## config.mk

```make
export PLATFORM = sky130hd
export DESIGN_NAME = hrange_sum_caller
export DESIGN_NICKNAME = d
export VERILOG_FILES = /design/src/rtl/hrange_sum_caller.sv
export SDC_FILE = /design/constraint.sdc
export NUM_CORES = 1
export LEC_CHECK = 0
export BUFFER_PORTS_ARGS = -buffer_cell sky130_fd_sc_hd__buf_4
export CAP_MARGIN = 20
export CORE_MARGIN = 2
export CORE_UTILIZATION = 49
export DETAILED_ROUTE_END_ITERATION = 8
export PLACE_DENSITY = 0.78
export SETUP_SLACK_MARGIN = 0.4
export SLEW_MARGIN = 20
export SYNTH_ARGS = -nofsm -noshare
export SYNTH_HDL_FRONTEND = slang
export SYNTH_SLANG_ARGS = --single-unit
```

## constraint.sdc

```tcl
create_clock -name _clock -period 2.77 [get_ports _clock]
set_input_delay 0.4155 -clock _clock [delete_from_list [all_inputs] [get_ports _clock]]
set_output_delay 0.4155 -clock _clock [all_outputs]
set_load 0.005 [all_outputs]
```

## src/rtl/hrange_sum_caller.sv

```systemverilog
`timescale 1ns/1ps
// Caller for an hrange-style generator: launches it, folds the yielded stream
// into (sum, count), and offers that pair upstream as a single-shot generator result.
module hrange_sum_caller #(
  parameter int WIDTH = 32
) (
  input  logic             _clock,
  input  logic             _reset,
  input  logic             _start,
  input  logic [WIDTH-1:0] base,
  input  logic [WIDTH-1:0] limit,
  input  logic [WIDTH-1:0] step,
  input  logic             _ready,
  output logic             _valid,
  output logic             _done,
  output logic [WIDTH-1:0] _0,
  output logic [WIDTH-1:0] _1,
  output logic             gen_start,
  output logic [WIDTH-1:0] gen_base,
  output logic [WIDTH-1:0] gen_limit,
  output logic [WIDTH-1:0] gen_step,
  output logic             gen_ready,
  input  logic             gen_valid,
  input  logic             gen_done,
  input  logic [WIDTH-1:0] gen_0
);

  typedef enum logic [1:0] {IDLE, LAUNCH, COLLECT, EMIT} state_t;

  state_t           state;
  logic [WIDTH-1:0] sum, cnt;
  logic [WIDTH-1:0] sum_nxt, cnt_nxt;

  // Running totals including a value accepted on the current edge, so a
  // final value coinciding with gen_done is still folded into the result.
  assign sum_nxt = sum + (gen_valid ? gen_0 : '0);
  assign cnt_nxt = cnt + {{(WIDTH-1){1'b0}}, gen_valid};

  always_ff @(posedge _clock or negedge _reset) begin
    if (!_reset) begin
      state     <= IDLE;
      sum       <= '0;
      cnt       <= '0;
      _valid    <= 1'b0;
      _done     <= 1'b0;
      _0        <= '0;
      _1        <= '0;
      gen_start <= 1'b0;
      gen_ready <= 1'b0;
      gen_base  <= '0;
      gen_limit <= '0;
      gen_step  <= '0;
    end else begin
      _done <= 1'b0;
      if (_start) begin
        // Restart from any state; a pending result is abandoned.
        gen_base  <= base;
        gen_limit <= limit;
        gen_step  <= step;
        sum       <= '0;
        cnt       <= '0;
        _valid    <= 1'b0;
        gen_start <= 1'b1;
        gen_ready <= 1'b1;
        state     <= LAUNCH;
      end else begin
        case (state)
          IDLE: ;
          LAUNCH: begin
            // gen_ready stays high here so stale output from an aborted run drains.
            gen_start <= 1'b0;
            state     <= COLLECT;
          end
          COLLECT: begin
            if (gen_valid) begin
              sum <= sum_nxt;
              cnt <= cnt_nxt;
            end
            if (gen_done) begin
              _0        <= sum_nxt;
              _1        <= cnt_nxt;
              _valid    <= 1'b1;
              gen_ready <= 1'b0;
              state     <= EMIT;
            end
          end
          EMIT: begin
            if (_ready) begin
              _valid <= 1'b0;
              _done  <= 1'b1;
              state  <= IDLE;
            end
          end
          default: state <= IDLE;
        endcase
      end
    end
  end

endmodule
```

==> flow_metrics.env <==
export IMPL_path_cells="ha_4, fa_2, a21oi_4, o21ai_2, a21oi_2, a32oi_2, a22oi_2, a21o_1, a2111oi_2, a311o_1"
export IMPL_seqCellArea_mm2=0.00576
export IMPL_drt_iter0_drc=625
export IMPL_yosysMostFrequentCell="dfrtp_1"
export IMPL_grt_max_degree=95
export IMPL_root_buffer="clkbuf_16"
export IMPL_drtPass1Iterations=5
export IMPL_min_path_type="in2reg"
export IMPL_yosys_area_top_type="dfrtp_1"
export IMPL_setup_viol=0
export IMPL_worstMarginPinSlew_ps=1030
export IMPL_yosysWarnings=0
export IMPL_antenna_found_initial=1
export IMPL_hold_viol_final=0
export IMPL_grt_pass1_vias=10100
export IMPL_endpoint_kind="register"
export IMPL_setup_tns_ps=0
export IMPL_status="finished, final reports clean"
export IMPL_max_cap_violations=0
export IMPL_dieArea_mm2=0.0252
export IMPL_ir_drop_v=0.000481
export IMPL_synth_area_mm2=0.0117
export IMPL_period_share=0.916
export IMPL_min_period_ps=2540
export IMPL_grt_first_pass_wirelength_mm=52.0
export IMPL_path_clk_slew_ps=60
export IMPL_critical_path_max_stage_delay_ps=410
export IMPL_path_max_fanout=3
export IMPL_synth_avg_cell_area_um2=10.2
export IMPL_drv_slew=0
export IMPL_fmax_mhz=394
export IMPL_fp_dieW_um=159
export IMPL_async_flop_share=1.00
export IMPL_p_leak_nw=7.57
export IMPL_synthTopCellsByArea="dfrtp_1, mux2_2, nand2_1"
export IMPL_rsz0062_at_grt="true"
export IMPL_viasPerCell=5.47
export IMPL_dp_cells=1762
export IMPL_critPathRequiredTime_ps=3190
export IMPL_worst_clock_skew_ps=14.2
export IMPL_critPathLaunchType="register"
export IMPL_drcViolationCount=0
export IMPL_final_nets=1666
export IMPL_layout_drive_gt1_share=0.419
export IMPL_cts_buffers=26
export IMPL_clk_latency_ps=540
export IMPL_start_util=0.499
export IMPL_post_drt_wl_per_cell_um=18.5
export IMPL_routed_wl_mm=33.9
export IMPL_yosysTopAreaCellShare=0.492
export IMPL_r2r_setup_slack_ps=230
export IMPL_place_gp_congestion=0.916
export IMPL_timing_worst_setup_path_type="reg2reg"
export IMPL_synth_common_cells="dfrtp_1, nand2_1, mux2_2, o21ai_0, nor2_1"
export IMPL_ios=298
export IMPL_power_mw=9.35
export IMPL_yosysSeqAreaShare=0.492
export IMPL_rows=56
export IMPL_arrival_ps=2960
export IMPL_multi_input_area_mm2=0.00621
export IMPL_syn_to_final_growth_pct=39.2
export IMPL_cts_tree="built"
export IMPL_port_buffers=297
export IMPL_drtAntennaViolNets=0
export IMPL_synth_nets=1317
export IMPL_fin_util=0.694
export IMPL_gr_total_overflow=0
export IMPL_synth_ff_type="dfrtp_1"
export IMPL_fin_cells=1834
export IMPL_clock_sinks=230
export IMPL_synth_edf_count=0
export IMPL_grt_usage=0.261
export IMPL_ys_seq_elements=230
export IMPL_core_mm2=0.0235
export IMPL_max_slew_margin=0.316
export IMPL_whs_ps=105
export IMPL_power_density_mw_per_mm2=573
export IMPL_syn_inst=1146
export IMPL_routed_via_count=10000
export IMPL_slowest_stage="dfrtp_1"
export IMPL_nFillCells=1771
export IMPL_dp_hpwl_mm=24.0
export IMPL_h_tree_depth=1
export IMPL_cts_max_path_buffers=3
export IMPL_die_y_um=159
export IMPL_netlist_cell_type_count=72
[cell usage in the layout (no fill, tap or decap), drive strengths merged, types with 15 or more instances in the layout]
cell type,Yosys,final
xnor2,28,28
nor3,15,15
buf,9,383
mux2,96,96
nor2,73,73
or3,20,20
and2,40,40
nand4,16,16
nand2,155,155
a21oi,68,68
o21ai,86,86
nand3,42,42
and3,21,21
ha,36,36
dfrtp,230,230
clkbuf,54,33
a21o,19,19
inv,17,17
xor2,38,38
[metal layers]
layer,global-route usage,vias up,wire (um)
li1,-,4723,-
met1,0.315,4888,13100
met2,0.442,343,16700
met3,0.0822,73,2870
met4,0.0944,0,1210
met5,0,-,0
[kinds of logic after synthesis]
group	count (synthesis)	synth area share
adders and majority gates	37	0.0402
muxes	97	0.0932
buffers and inverters	80	0.0322
xor gates and xnor gates	66	0.0494
AOI/OAI and AO/OA	233	0.126
DFF	230	0.492
and+or+nand+nor	403	0.168
[registers in the layout (all words and copies together), names as in the netlist]
name       cells
_0            32
state          2
gen_base      32
_valid         1
gen_ready      1
gen_limit     32
_1            32
gen_step      32
_done          1
sum           32
cnt           32
gen_start      1
[power by group]
group,total [mW],internal (mW),leakage (nW),switching [mW]
registers,3.98,3.74,2.95,0.239
logic,1.95,1.03,4.20,0.926
clock network,3.41,2.00,0.422,1.41
[path summary, 6_finish.rpt]
kind	start	to	cells past startpoint
worst min register to register	_1[15]$_DFFE_PN0P_	_1[15]$_DFFE_PN0P_	2
worst min-delay path	step[1]	gen_step[1]$_DFFE_PN0P_	2
worst max register to register	sum[0]$_DFFE_PN0P_	sum[26]$_DFFE_PN0P_	10
min in group asynchronous	_reset	gen_step[11]$_DFFE_PN0P_	2
max in group asynchronous	_reset	cnt[29]$_DFFE_PN0P_	3
worst max-delay path	sum[0]$_DFFE_PN0P_	sum[26]$_DFFE_PN0P_	10
[layout make-up]
class                   count  area share
multi-input cells         836       0.381
flip-flops and latches    230       0.353
repair buffers            384       0.185
clock buffers              33      0.0434
well taps                 319      0.0245
clock inverters            14     0.00867
inverters                  17     0.00391
diodes                      1    0.000154
[stage by stage]
step / area [um^2] / setup WS (ps)
2_1_floorplan: 12100 / 181
5_1_grt: 16300 / 119
6_report: 16300 / 231
3_5_place_dp: 14900 / -118
4_1_cts: 15900 / 264
3_3_place_gp: 14900 / -89.8
[critical path: cells and delay by family, from the launching register on]
family	cells	cell delay (ps)
AO/OA/AOI/OAI	8	1470
adder cells (fa/ha/maj)	2	550
flip-flops	1	410
[timing repair]
action | in CTS | in global routing
buffers inserted | 9 | 14
pin swaps | 19 | 53
gates cloned | 0 | 0
endpoints found under the setup margin | 40 | 58
resized for setup | 17 | 61
hold buffers | 1 | 0
endpoints found under the hold margin | 77 | 0
(Power assumes the default switching activity.)
